--- src/rtl/afpm_io_if.sv ---
// Byte-serial operand/result bundle between the pad wrapper, the
// multiplier core and the I/O sequencer.
interface afpm_io_if;
    logic [7:0]  data_a_in;
    logic [7:0]  data_b_in;
    logic        in_valid;
    logic [15:0] op_a;
    logic [15:0] op_b;
    logic        core_start;
    logic [15:0] core_result;
    logic        core_done;
    logic [7:0]  data_out;
    logic        out_valid;
    logic        busy;
    logic        err;

    // Pad wrapper / core side: drives beats and core results.
    modport master (
        output data_a_in, data_b_in, in_valid, core_result, core_done,
        input  op_a, op_b, core_start, data_out, out_valid, busy, err
    );

    // Sequencer side.
    modport slave (
        input  data_a_in, data_b_in, in_valid, core_result, core_done,
        output op_a, op_b, core_start, data_out, out_valid, busy, err
    );
endinterface

--- src/rtl/afpm_io_sequencer.sv ---
// Byte-serial I/O sequencer for the 16-bit logarithmic approximate FP
// multiplier: gathers two beats per operand, starts the core, waits for
// completion with a timeout, and returns the product as two output beats.
module afpm_io_sequencer #(
    parameter int unsigned CORE_TIMEOUT = 15,
    parameter bit          LSB_FIRST    = 1'b1,
    parameter logic [15:0] NAN_VALUE    = 16'h7E00
) (
    input logic     clk,
    input logic     rst_n,
    afpm_io_if.slave io
);

    typedef enum logic [2:0] {
        S_IDLE  = 3'd0,
        S_LOAD2 = 3'd1,
        S_START = 3'd2,
        S_WAIT  = 3'd3,
        S_OUT1  = 3'd4,
        S_OUT2  = 3'd5
    } state_t;

    // Last timer value before giving up on the core.
    localparam logic [7:0] TIMER_LAST = 8'(CORE_TIMEOUT - 1);

    state_t      state_q,      state_d;
    logic [15:0] op_a_q,       op_a_d;
    logic [15:0] op_b_q,       op_b_d;
    logic [15:0] result_q,     result_d;
    logic [7:0]  timer_q,      timer_d;
    logic        core_start_q, core_start_d;
    logic [7:0]  data_out_q,   data_out_d;
    logic        out_valid_q,  out_valid_d;
    logic        err_q,        err_d;

    // Byte of a 16-bit word that goes on the wire first.
    function automatic logic [7:0] first_byte(input logic [15:0] word);
        if (LSB_FIRST) begin
            return word[7:0];
        end else begin
            return word[15:8];
        end
    endfunction

    // Byte of a 16-bit word that goes on the wire second.
    function automatic logic [7:0] second_byte(input logic [15:0] word);
        if (LSB_FIRST) begin
            return word[15:8];
        end else begin
            return word[7:0];
        end
    endfunction

    // Next-state and next-output decode for the transaction sequence.
    always_comb begin
        state_d      = state_q;
        op_a_d       = op_a_q;
        op_b_d       = op_b_q;
        result_d     = result_q;
        timer_d      = timer_q;
        core_start_d = 1'b0;
        data_out_d   = 8'h00;
        out_valid_d  = 1'b0;
        err_d        = err_q;

        case (state_q)
            S_IDLE: begin
                if (io.in_valid) begin
                    if (LSB_FIRST) begin
                        op_a_d[7:0] = io.data_a_in;
                        op_b_d[7:0] = io.data_b_in;
                    end else begin
                        op_a_d[15:8] = io.data_a_in;
                        op_b_d[15:8] = io.data_b_in;
                    end
                    err_d   = 1'b0;
                    state_d = S_LOAD2;
                end else begin
                    state_d = S_IDLE;
                end
            end
            S_LOAD2: begin
                // No timeout here: the pad side may stall indefinitely.
                if (io.in_valid) begin
                    if (LSB_FIRST) begin
                        op_a_d[15:8] = io.data_a_in;
                        op_b_d[15:8] = io.data_b_in;
                    end else begin
                        op_a_d[7:0] = io.data_a_in;
                        op_b_d[7:0] = io.data_b_in;
                    end
                    core_start_d = 1'b1;
                    state_d      = S_START;
                end else begin
                    state_d = S_LOAD2;
                end
            end
            S_START: begin
                timer_d = 8'd0;
                state_d = S_WAIT;
            end
            S_WAIT: begin
                timer_d = timer_q + 8'd1;
                // A done pulse on the expiry cycle still counts as success.
                if (io.core_done) begin
                    result_d    = io.core_result;
                    out_valid_d = 1'b1;
                    data_out_d  = first_byte(io.core_result);
                    state_d     = S_OUT1;
                end else if (timer_q == TIMER_LAST) begin
                    result_d    = NAN_VALUE;
                    err_d       = 1'b1;
                    out_valid_d = 1'b1;
                    data_out_d  = first_byte(NAN_VALUE);
                    state_d     = S_OUT1;
                end else begin
                    state_d = S_WAIT;
                end
            end
            S_OUT1: begin
                out_valid_d = 1'b1;
                data_out_d  = second_byte(result_q);
                state_d     = S_OUT2;
            end
            S_OUT2: begin
                state_d = S_IDLE;
            end
            default: begin
                state_d = S_IDLE;
            end
        endcase
    end

    // State and output registers with synchronous active-low reset.
    always_ff @(posedge clk) begin
        if (!rst_n) begin
            state_q      <= S_IDLE;
            op_a_q       <= 16'h0000;
            op_b_q       <= 16'h0000;
            result_q     <= 16'h0000;
            timer_q      <= 8'd0;
            core_start_q <= 1'b0;
            data_out_q   <= 8'h00;
            out_valid_q  <= 1'b0;
            err_q        <= 1'b0;
        end else begin
            state_q      <= state_d;
            op_a_q       <= op_a_d;
            op_b_q       <= op_b_d;
            result_q     <= result_d;
            timer_q      <= timer_d;
            core_start_q <= core_start_d;
            data_out_q   <= data_out_d;
            out_valid_q  <= out_valid_d;
            err_q        <= err_d;
        end
    end

    assign io.op_a       = op_a_q;
    assign io.op_b       = op_b_q;
    assign io.core_start = core_start_q;
    assign io.data_out   = data_out_q;
    assign io.out_valid  = out_valid_q;
    assign io.err        = err_q;
    assign io.busy       = (state_q != S_IDLE);

endmodule
--- src/flat_wrapper.sv ---
// flat-port wrapper written by rule: the top's interface ports become plain ports
module afpm_io_sequencer_flat 
#(
    parameter int unsigned CORE_TIMEOUT = 15,
    parameter bit          LSB_FIRST    = 1'b1,
    parameter logic [15:0] NAN_VALUE    = 16'h7E00
)
  (clk, rst_n, io_data_a_in, io_data_b_in, io_in_valid, io_core_result, io_core_done, io_op_a, io_op_b, io_core_start, io_data_out, io_out_valid, io_busy, io_err);
  afpm_io_if io_i ();
  input logic clk;
  input logic rst_n;
  input wire logic [$bits(io_i.data_a_in)-1:0] io_data_a_in;
  input wire logic [$bits(io_i.data_b_in)-1:0] io_data_b_in;
  input wire logic [$bits(io_i.in_valid)-1:0] io_in_valid;
  input wire logic [$bits(io_i.core_result)-1:0] io_core_result;
  input wire logic [$bits(io_i.core_done)-1:0] io_core_done;
  output wire logic [$bits(io_i.op_a)-1:0] io_op_a;
  output wire logic [$bits(io_i.op_b)-1:0] io_op_b;
  output wire logic [$bits(io_i.core_start)-1:0] io_core_start;
  output wire logic [$bits(io_i.data_out)-1:0] io_data_out;
  output wire logic [$bits(io_i.out_valid)-1:0] io_out_valid;
  output wire logic [$bits(io_i.busy)-1:0] io_busy;
  output wire logic [$bits(io_i.err)-1:0] io_err;
  assign io_i.data_a_in = io_data_a_in;
  assign io_i.data_b_in = io_data_b_in;
  assign io_i.in_valid = io_in_valid;
  assign io_i.core_result = io_core_result;
  assign io_i.core_done = io_core_done;
  assign io_op_a = io_i.op_a;
  assign io_op_b = io_i.op_b;
  assign io_core_start = io_i.core_start;
  assign io_data_out = io_i.data_out;
  assign io_out_valid = io_i.out_valid;
  assign io_busy = io_i.busy;
  assign io_err = io_i.err;
  afpm_io_sequencer #(.CORE_TIMEOUT(CORE_TIMEOUT), .LSB_FIRST(LSB_FIRST), .NAN_VALUE(NAN_VALUE)) u_core (.clk(clk), .rst_n(rst_n), .io(io_i));
endmodule
--- config.mk ---
export PLATFORM = sky130hd
export DESIGN_NAME = afpm_io_sequencer_flat
export DESIGN_NICKNAME = d
export VERILOG_FILES = /design/src/rtl/afpm_io_if.sv /design/src/rtl/afpm_io_sequencer.sv /design/src/flat_wrapper.sv
export SDC_FILE = /design/constraint.sdc
export NUM_CORES = 1
export LEC_CHECK = 0
export BUFFER_PORTS_ARGS = -buffer_cell sky130_fd_sc_hd__buf_2
export CAP_MARGIN = 30
export CORE_ASPECT_RATIO = 1.75
export CORE_MARGIN = 2
export CORE_UTILIZATION = 44
export DETAILED_ROUTE_END_ITERATION = 16
export PLACE_DENSITY = 0.74
export SLEW_MARGIN = 20
export SYNTH_ARGS = -nofsm -noshare
export SYNTH_HDL_FRONTEND = slang
export SYNTH_SLANG_ARGS = --single-unit
--- constraint.sdc ---
create_clock -name clk -period 1.6 [get_ports clk]
set_clock_uncertainty 0.2 [all_clocks]
set_input_delay 0.24 -clock clk [delete_from_list [all_inputs] [get_ports clk]]
set_output_delay 0.24 -clock clk [all_outputs]
set_load 0.05 [all_outputs]
After elaboration in Yosys (flattened, before gate mapping)
Cells that the tools add are included.

operators by class
  eq/ne operators = 8
  bitwise operators = 2
  reductions and logical operators = 10
  muxes and demuxes = 24
  add/sub/neg operators = 1

operators by type and width
  kind                   number
  $mux W16               4
  $pmux W16 S2           2
  $pmux W8 S2            2
  $mux W8                3
  $pmux W3 S5            1
  $add A8 B1 Y8 const B  1
  $eq A8 B4 Y1 const B   1
  $mux W1                7
  $eq A3 B2 Y1 const B   2
  $mux W3                2
  $reduce_and A3 Y1      2
  $reduce_bool A2 Y1     3
  $ne A2 B2 Y1 const B   2
  $pmux W1 S2            2
  $reduce_and A2 Y1      2
  $reduce_and A4 Y1      1
  $eq A3 B1 Y1 const B   1
  $eq A3 B3 Y1 const B   1
  $logic_not A3 Y1       1
  $reduce_bool A3 Y1     1
  $mux W2                1
  $ne A2 B1 Y1 const B   1
  $not A1 Y1             2

storage, ports and cells
  register bits = 70
  output and inout bits = 44
  input bits = 36
  word-level logic and storage cells = 56

Logic depth before layout (Yosys ltp)
Gate-level depths: netlist of the first run.

  word-level depth = 4
  mapped depth = 7
  gate-level depth less buffers = 6

Least setup slack after synthesis of the first run
Ideal clock, no wire load.

  path type = register to register
  start point = register u_core.timer_q[0]
  end point = register u_core.result_q[10]
  buffers on the path = 0
  slack = -24 ps
  data required time = 1281 ps
  arrival = 1306 ps
  setup time = 119 ps
  period minus slack after synthesis = 1624 ps
  stages on the path, launching flop included = 7
  path through = dfxtp_1 -> inv_1 -> ha_1 -> nor4b_2 -> a21oi_2 -> nor2_4 -> o221a_2

on the way
  cells in the longest elaborated chain, start to end = 3

ends and longest elaborated chain
  item                                 line                      text
  from (decl)                          afpm_io_sequencer.sv:30   logic [7:0] timer_q, timer_d;
  from (signal assigned)               afpm_io_sequencer.sv:151  timer_q <= timer_d;
  $eq A8 B4 Y1                         afpm_io_sequencer.sv:110  end else if (timer_q == TIMER_LAST) begin
  $reduce_bool A2 Y1 (no source line)  n/a
  $reduce_and A2 Y1 (no source line)   n/a
  to (signal assigned)                 afpm_io_sequencer.sv:150  result_q <= result_d;
  to (decl)                            afpm_io_sequencer.sv:29   logic [15:0] result_q, result_d;

No other way between the ends.
A chain may end at the register's enable or synchronous reset.

Final worst setup path of the first run
  start point = register u_core.state_q[2]
  end point = output io_busy

on the way
  cells in the longest elaborated chain, start to end = 1

ends and longest elaborated chain
  item                    line                      text
  from (decl)             afpm_io_sequencer.sv:26   state_t state_q, state_d;
  from (signal assigned)  afpm_io_sequencer.sv:147  state_q <= state_d;
  $reduce_bool A3 Y1      afpm_io_sequencer.sv:165  assign io.busy = (state_q != S_IDLE);
  to (decl)               flat_wrapper.sv:22        output wire logic [$bits(io_i.busy)-1:0] io_busy;

No other way between the ends.

==> results of run 1 <==
[cell usage after synthesis]
cell type                  instances
sky130_fd_sc_hd__a21oi_1          43
sky130_fd_sc_hd__o221a_2           5
sky130_fd_sc_hd__nor2_1           14
sky130_fd_sc_hd__clkbuf_1          8
sky130_fd_sc_hd__clkbuf_2          1
sky130_fd_sc_hd__o21ai_0           5
sky130_fd_sc_hd__a22oi_1           8
sky130_fd_sc_hd__buf_4             5
sky130_fd_sc_hd__nor2b_1           1
sky130_fd_sc_hd__buf_2             4
sky130_fd_sc_hd__nor3b_1           1
sky130_fd_sc_hd__or4_1             1
sky130_fd_sc_hd__nor2_4            1
sky130_fd_sc_hd__nand2b_1          1
sky130_fd_sc_hd__a31oi_1           4
sky130_fd_sc_hd__and3b_1           2
sky130_fd_sc_hd__nor3_1            4
sky130_fd_sc_hd__inv_1             2
sky130_fd_sc_hd__or3_1             2
sky130_fd_sc_hd__o21a_1            2
sky130_fd_sc_hd__nor4b_1           1
sky130_fd_sc_hd__and3b_2           1
sky130_fd_sc_hd__nand3b_1          1
sky130_fd_sc_hd__ha_1              2
sky130_fd_sc_hd__nand3b_4          1
sky130_fd_sc_hd__and2_1            3
sky130_fd_sc_hd__o211ai_1          1
sky130_fd_sc_hd__dfxtp_1          62
sky130_fd_sc_hd__a21o_1            1
sky130_fd_sc_hd__nand3_1           4
sky130_fd_sc_hd__a21oi_2           1
sky130_fd_sc_hd__nand4_1           2
sky130_fd_sc_hd__inv_2             1
sky130_fd_sc_hd__nor4_1            1
sky130_fd_sc_hd__nand2_1          77
sky130_fd_sc_hd__nor4b_2           1
sky130_fd_sc_hd__a211oi_1          1
sky130_fd_sc_hd__o221a_1           1
sky130_fd_sc_hd__and4_1            1
[through the flow]
step / instances / area [um^2] / total power [mW] / setup TNS [ns]
after floorplan: 277 / 2370 / 2.06 / 0
after global placement: 410 / 2920 / 2.24 / -0.0175
after detailed placement: 410 / 2920 / 2.25 / -0.183
after CTS: 459 / 3480 / 3.67 / -0.148
after global routing: 460 / 3550 / 3.80 / -1.29
final: 460 / 3550 / 3.65 / -0.139
[cell type report]
cell class,count,area (um^2),area share (%)
Timing Repair Buffer,130,926,26.1
Clock buffer,11,141,3.99
Clock inverter,5,58.8,1.66
Multi-Input combinational cell,194,1090,30.7
Inverter,3,11.3,0.317
Tap cell,55,68.8,1.94
Sequential cell,62,1250,35.3
[worst max-delay path: stages, from the launching register on]
cell	delay [ns]
sky130_fd_sc_hd__dfxtp_4	0.34
sky130_fd_sc_hd__buf_4	0.14
sky130_fd_sc_hd__or3_4	0.33
sky130_fd_sc_hd__buf_8	0.16
[report_power, final]
| group | internal, mW | total, mW | leakage [nW] | switching, mW |
|---|---|---|---|---|
| Combinational | 0.242 | 0.647 | 0.927 | 0.405 |
| Clock | 0.762 | 1.35 | 0.0955 | 0.588 |
| Sequential | 1.61 | 1.65 | 0.507 | 0.0430 |
[routing by layer]
metal	track usage (%)	up-vias
met1	23.7	1108
met2	38.5	84
met4	11.5	0
met3	5.13	15
li1	-	1200
met5	0	-
[kinds of logic after synthesis]
| group | count (synthesis) | synth area share [%] |
|---|---|---|
| flip-flops | 62 | 52.4 |
| adder cells (fa/ha/maj) | 2 | 1.06 |
| AND/OR/NAND/NOR | 120 | 23.6 |
| AO/OA/AOI/OAI | 72 | 18.6 |
| buffers and inverters | 21 | 4.39 |
[path summary, 6_finish.rpt]
kind / startpoint / to / slack (ns) / cells after the start
hold / removal: rst_n / u_core.state_q[2] / 0.05 / 2
setup / recovery: u_core.state_q[2] / io_busy / -0.14 / 3
setup reg to reg: u_core.state_q[2] / u_core.io.op_b[14] / 0.03 / 5
hold reg to reg: u_core.io.op_b[7] / u_core.io.op_b[7] / 0.25 / 2
[flip-flops by register name, summed over array words and instances, names as in the netlist]
name	cells
u_core.io.op_a	16
u_core.io.op_b	16
u_core.io.data_out	8
u_core.result_q	8
u_core.timer_q	8
u_core.state_q	3
u_core.io.core_start	1
u_core.io.err	1
u_core.io.out_valid	1
[timing repair]
item | CTS | global route
gates resized for setup | 12 | 13
pin swaps | 8 | 8
endpoints found under the setup margin | 9 | 34
hold endpoints to repair | 48 | 0
hold buffers | 32 | 0
setup buffers | 1 | 1
==> PnR_summary.wiki, run 1 <==
{| class="wikitable"
! Metric !! Value
|-
| Top library cells by usage in the layout, fill and taps aside || 78 x sky130_fd_sc_hd__buf_2, 77 x sky130_fd_sc_hd__nand2_1, 54 x sky130_fd_sc_hd__dfxtp_1
|-
| Average wire per standard cell || 14.1 um
|-
| GRT Total Usage || 22.0%
|-
| Floorplan core area || 5210 um^2
|-
| Crit path DAT || 1.30 ns
|-
| GR Overflow Total || 0
|-
| Final number of max-transition violations || 0
|-
| IR Drop Worst-Case VDD || 0.681 mV
|-
| Via count of the first global-routing pass || 2332
|-
| Type of the tightest min-delay check || input pin to flop
|-
| Highest net fanout along the worst path || 4
|-
| Final min period || 1.74 ns
|-
| Sequential share of the synthesized area || between 50% and 60%
|-
| Layout overhead on the synthesized area || 49.8%
|-
| Kind of end point of the critical path || primary output
|-
| Period utilisation layout || 109%
|-
| Pin count of the biggest net entering global routing || 43
|-
| CTS max path bufs || 2
|-
| Count of filler cells inserted in the layout || 406
|-
| Antenna violations before repair || 0
|-
| DRT Pass-1 Iters || 4
|-
| Final ANT Viol Nets || 0
|-
| DRT met1 WL || about 2500 um
|-
| IO buf count || 79
|-
| Post-route DRC || 0
|-
| Wire length of the first global-routing pass || 10100 um
|-
| Total number of nets in the final design || 438
|-
| Outcome || complete, but fails checks
|-
| Detailed-placement wirelength estimate || 4100 um
|-
| Final GP Congestion || between 0.7 and 0.8
|-
| Htree depth || 3
|-
| Clk root buf || sky130_fd_sc_hd__clkbuf_8
|-
| Total number of yosys warnings || 0
|-
| Met2 routed WL || 3480 um
|-
| Vias per inst || 5.23
|-
| Initial cell density of the core || 45.4%
|-
| Peak clock frequency supported by timing || 575 MHz
|-
| Number of diodes || 0
|-
| Width of the die || 59.4 um
|-
| Via total after detailed routing || ~2400
|-
| CTS clk-pin slew, worst paths || around 0.060 ns
|-
| Final hold violation count || 0
|-
| RSZ-0062 raised after global routing || yes
|-
| Detail Route met3 WL || approximately 300 um
|-
| Cell types with the largest area share after synthesis || sky130_fd_sc_hd__dfxtp_1 52%, sky130_fd_sc_hd__nand2_1 12%, sky130_fd_sc_hd__a21oi_1 9.1%
|-
| Slew Limit Headroom || 78.0%
|-
| Clock latency on the worst-skew pair || 0.33 ns
|-
| Worst Path Class, Setup || flop to primary output
|-
| Yosys reg bits || 62
|-
| Crit path setup slack, layout || -0.139 ns
|-
| Required time of the critical path || 1.16 ns
|-
| Power Dens Cells || 1030 nW/um^2
|-
| Leakage || 1.53 nW
|-
| CTS tree || done
|-
| Highest metal layer used by the detailed router || met4
|-
| Distinct cells, synth || 39
|-
| Detailed Route WL || 6460 um
|-
| Gate Count Post-Synth || 277
|-
| Hold_ws || ~0.053 ns
|-
| Die area || between 6000 and 7000 um^2
|-
| Most common cell after layout, fill and taps aside || sky130_fd_sc_hd__buf_2
|-
| Mean instance size in the synthesized netlist || 8.55 um^2
|-
| Net count after synthesis || between 300 and 400
|-
| Count of pins on the block boundary || 80
|-
| Combined area of all synthesized cells || 2370 um^2
|-
| Number of endpoints failing setup at the final stage || 1
|-
| Startpoint types || flop
|-
| DIE HEIGHT || 101 um
|-
| Share of the core filled with cells || 68.1%
|-
| Fraction of final layout cells sized beyond drive strength 1 || a little over a third
|-
| Number of maximum-capacitance constraint violations || 0
|-
| Pin slew with the least headroom to its limit || 0.330 ns
|-
| DRC marker count from the first detailed-route iteration || 112
|-
| Total CTS buffers || 9
|-
| Count of standard-cell rows || 35
|-
| Violations in the final reports || negative setup slack
|-
| Worst slack at placement || -0.0390 ns
|-
| Post-synth top area cell || sky130_fd_sc_hd__dfxtp_1
|-
| Number of sinks driven by the clock tree || 62
|-
| Area share of the largest cell type after synthesis || 52.4%
|}
Power figures use the tool's default switching activity.
==> run 2: changes to the inputs <==
--- a/config.mk
+++ b/config.mk
@@ -9,9 +9,9 @@
 export CAP_MARGIN = 30
 export CORE_ASPECT_RATIO = 1.75
 export CORE_MARGIN = 2
-export CORE_UTILIZATION = 44
+export CORE_UTILIZATION = 49
 export DETAILED_ROUTE_END_ITERATION = 16
-export PLACE_DENSITY = 0.74
+export PLACE_DENSITY = 0.78
 export SLEW_MARGIN = 20
 export SYNTH_ARGS = -nofsm -noshare
 export SYNTH_HDL_FRONTEND = slang
==> constraint.sdc (replaced) <==
create_clock -name clk -period 1.68 [get_ports clk]
set_clock_uncertainty 0.2 [all_clocks]
set_input_delay 0.252 -clock clk [delete_from_list [all_inputs] [get_ports clk]]
set_output_delay 0.252 -clock clk [all_outputs]
set_load 0.05 [all_outputs]
==> run 2 against run 1 <==
Compared with the run above: the run now ends clean; design area shrank 3.3%; register-to-register slack is essentially flat; wire length grew 2.3%; flip-flop and latch count is the same; clock power shrank 16%; die area shrank 9.7%; final cell count shrank 1.1%; largest cell class unchanged.
==> PnR_summary.wiki, run 2 (same netlist as run 1, synthesis figures left out) <==
{| class="wikitable"
! Metric !! Value
|-
| Via count of the first global-routing pass || 2281 (-2.2%)
|-
| Number of diodes || 0 (unchanged)
|-
| Fraction of final layout cells sized beyond drive strength 1 || 32.5% (-2.3 points)
|-
| Number of sinks driven by the clock tree || 62 (unchanged)
|-
| RSZ-0062 raised after global routing || yes
|-
| Type of the tightest min-delay check || input pin to flop
|-
| Final instance area || 3430 um^2 (-3.3%)
|-
| Pin count of the biggest net entering global routing || 21 (-51%)
|-
| Peak clock frequency supported by timing || 602 MHz
|-
| Startpoint types || flop
|-
| Worst hold stages || 2 (unchanged)
|-
| Required time of the critical path || 1.23 ns (+0.07 ns)
|-
| Final min period || between 1.5 and 2 ns
|-
| Family with the most delay on the worst path || simple AND/OR/NAND/NOR gates
|-
| Final hold violation count || 0 (unchanged)
|-
| Cell chain of the critical path || or3_4 -> buf_6
|-
| Total CTS buffers || 9 (unchanged)
|-
| Initial cell density of the core || 50.7% (+5.3 points)
|-
| Power Dens Cells || 963 nW/um^2 (-6.3%)
|-
| Layout overhead on the synthesized area || 44.9%
|-
| Top library cells by usage in the layout, fill and taps aside || 78 x sky130_fd_sc_hd__buf_2, 77 x sky130_fd_sc_hd__nand2_1, 57 x sky130_fd_sc_hd__dfxtp_1
|-
| Average wire per standard cell || 14.5 um (+3.4%)
|-
| IO buf count || 79 (unchanged)
|-
| Count of filler cells inserted in the layout || 342 (-16%)
|-
| Kind of end point of the critical path || primary output
|-
| Share of the core filled with cells || 73.5% (+5.5 points)
|-
| Vias per inst || 5.38 (+2.8%)
|-
| Die area || 5430 um^2 (-9.7%)
|-
| Detailed-placement wirelength estimate || 4080 um (-0.69%)
|-
| Post-route DRC || 0 (unchanged)
|-
| Outcome || complete, no violations
|-
| Leakage || 1.49 nW (-2.6%)
|-
| Crit path DAT || 1.21 ns (-0.09 ns)
|-
| Count of standard-cell rows || 33 (-5.7%)
|-
| Max stage delay cell, worst path || sky130_fd_sc_hd__or3_4
|-
| Antenna violations before repair || 0 (unchanged)
|-
| Highest net fanout along the worst path || 2 (-2)
|-
| Number of endpoints failing setup at the final stage || 0 (-1)
|-
| IR Drop Worst-Case VDD || 0.782 mV (+15%)
|-
| Area post-placement || 2870 um^2 (-2.0%)
|-
| Worst slack at placement || 0.0208 ns (+0.0598 ns)
|-
| Hold-critical path endpoint || u_core.io.out_valid
|-
| GRT Total Usage || 24.7% (+2.6 points)
|-
| Count of pins on the block boundary || 80 (unchanged)
|-
| Worst Path Class, Setup || flop to primary output
|-
| Number of buffers and inverters on the critical path || 1 (-1)
|-
| Slew Limit Headroom || 73.4% (-4.7 points)
|-
| Final GP Congestion || 0.783 (+2.3%)
|-
| Detailed Route WL || 6610 um (+2.3%)
|-
| Area taken by flip-flops and latches || 1250 um^2 (about the same)
|-
| Pin slew with the least headroom to its limit || 0.399 ns (+0.0692 ns)
|-
| Setup TNS after final layout || 0 ns (+0.139 ns)
|-
| Multi-input gate area in the final layout || 1060 um^2 (-2.5%)
|-
| Most common cell after layout, fill and taps aside || sky130_fd_sc_hd__buf_2
|-
| Period utilisation layout || 98.9%
|-
| Crit path setup slack, layout || 0.0185 ns (+0.157 ns)
|-
| CTS tree || done
|-
| Via total after detailed routing || 2447 (+1.7%)
|-
| Total number of nets in the final design || 436 (-0.46%)
|-
| GR Overflow Total || 0 (unchanged)
|-
| DIE HEIGHT || 96.0 um (-5.0%)
|-
| Reg2Reg Setup Slack || 0.03 ns (about the same)
|-
| Hold path startpoint || rst_n
|-
| CTS clk-pin slew, worst paths || 0.07 ns (about the same)
|-
| CTS max path bufs || 2 (unchanged)
|-
| Floorplan core area || 4670 um^2 (-10%)
|-
| Delay contributed by the slowest stage of the critical path || 0.38 ns (+0.04 ns)
|-
| Clk root buf || sky130_fd_sc_hd__clkbuf_8
|-
| DRT Pass-1 Iters || 4 (unchanged)
|-
| Total power consumption of the routed design || 3.30 mW (-9.3%)
|-
| Launch instance of the worst register-to-register path || u_core.state_q[0]
|-
| Clock latency on the worst-skew pair || 0.33 ns (about the same)
|-
| Worst reg-to-reg path cell count || 5 (unchanged)
|-
| Width of the die || 56.5 um (-4.9%)
|-
| Final ANT Viol Nets || 0 (unchanged)
|-
| Number of maximum-capacitance constraint violations || 0 (unchanged)
|-
| Htree depth || 3 (unchanged)
|-
| DRC marker count from the first detailed-route iteration || 86 (-23%)
|-
| Wire length of the first global-routing pass || 10400 um (+3.0%)
|-
| Capture point of the worst reg-to-reg path || u_core.timer_q[7]
|-
| Final number of max-transition violations || 0 (unchanged)
|}
==> run 2: final cells by class <==
cell class                      count  share of cell area, %
Multi-Input combinational cell    194                   30.9
Sequential cell                    62                   36.5
Tap cell                           52                   1.90
Clock inverter                      4                  0.656
Clock buffer                       12                   4.23
Inverter                            3                  0.328
Timing Repair Buffer              128                   25.5
==> run 2: worst register-to-register path, stage by stage (launching register included) <==
cell                       delay [ns]
sky130_fd_sc_hd__dfxtp_4         0.35
sky130_fd_sc_hd__buf_4           0.17
sky130_fd_sc_hd__nand3b_4        0.11
sky130_fd_sc_hd__buf_4           0.17
sky130_fd_sc_hd__or3_1           0.36
sky130_fd_sc_hd__a31oi_1         0.21
==> run 2: per-layer routing <==
metal | GRT usage, % | vias up | part of all wire, %
met3 | 6.18 | 21 | 5.5
li1 | - | 1195 | -
met1 | 25.7 | 1137 | 37
met2 | 45.3 | 94 | 55
met5 | 0 | - | 0
met4 | 12.3 | 0 | 2.5
==> run 2: worst max-delay path by stage <==
stage | start | end | slack, ns | depth (start not counted)
floorplan | u_core.state_q[0] | io_busy | 0.04 | 3
global placement | u_core.state_q[0] | u_core.timer_q[5] | 0.08 | 3
detailed placement | u_core.timer_q[0] | u_core.result_q[14] | 0.02 | 6
CTS | u_core.timer_q[0] | u_core.result_q[14] | 0.005 | 6
global route | u_core.timer_q[0] | u_core.result_q[14] | -0.03 | 6
finish | u_core.state_q[1] | io_busy | 0.02 | 2
==> run 2: repair_timing <==
action,4_1_cts,5_1_grt
endpoints found under the hold margin,48,0
gates resized for setup,8,10
setup endpoints to repair,1,21
buffers inserted,2,1
pin swaps,0,5
hold buffers,32,0
==> run 2: per-stage QoR <==
| stage | hold WS (ns) | cells |
|---|---|---|
| after floorplan | 0.188 | 277 |
| after global placement | 0.240 | 404 |
| after detailed placement | 0.243 | 404 |
| after CTS | 0.0419 | 454 |
| after global routing | 0.0743 | 455 |
| final | 0.0649 | 455 |
==> run 2: report_power, final <==
group	switching (mW)	internal, mW
logic	0.397	0.223
clock network	0.557	0.568
registers	0.0290	1.53
total	0.983	2.32
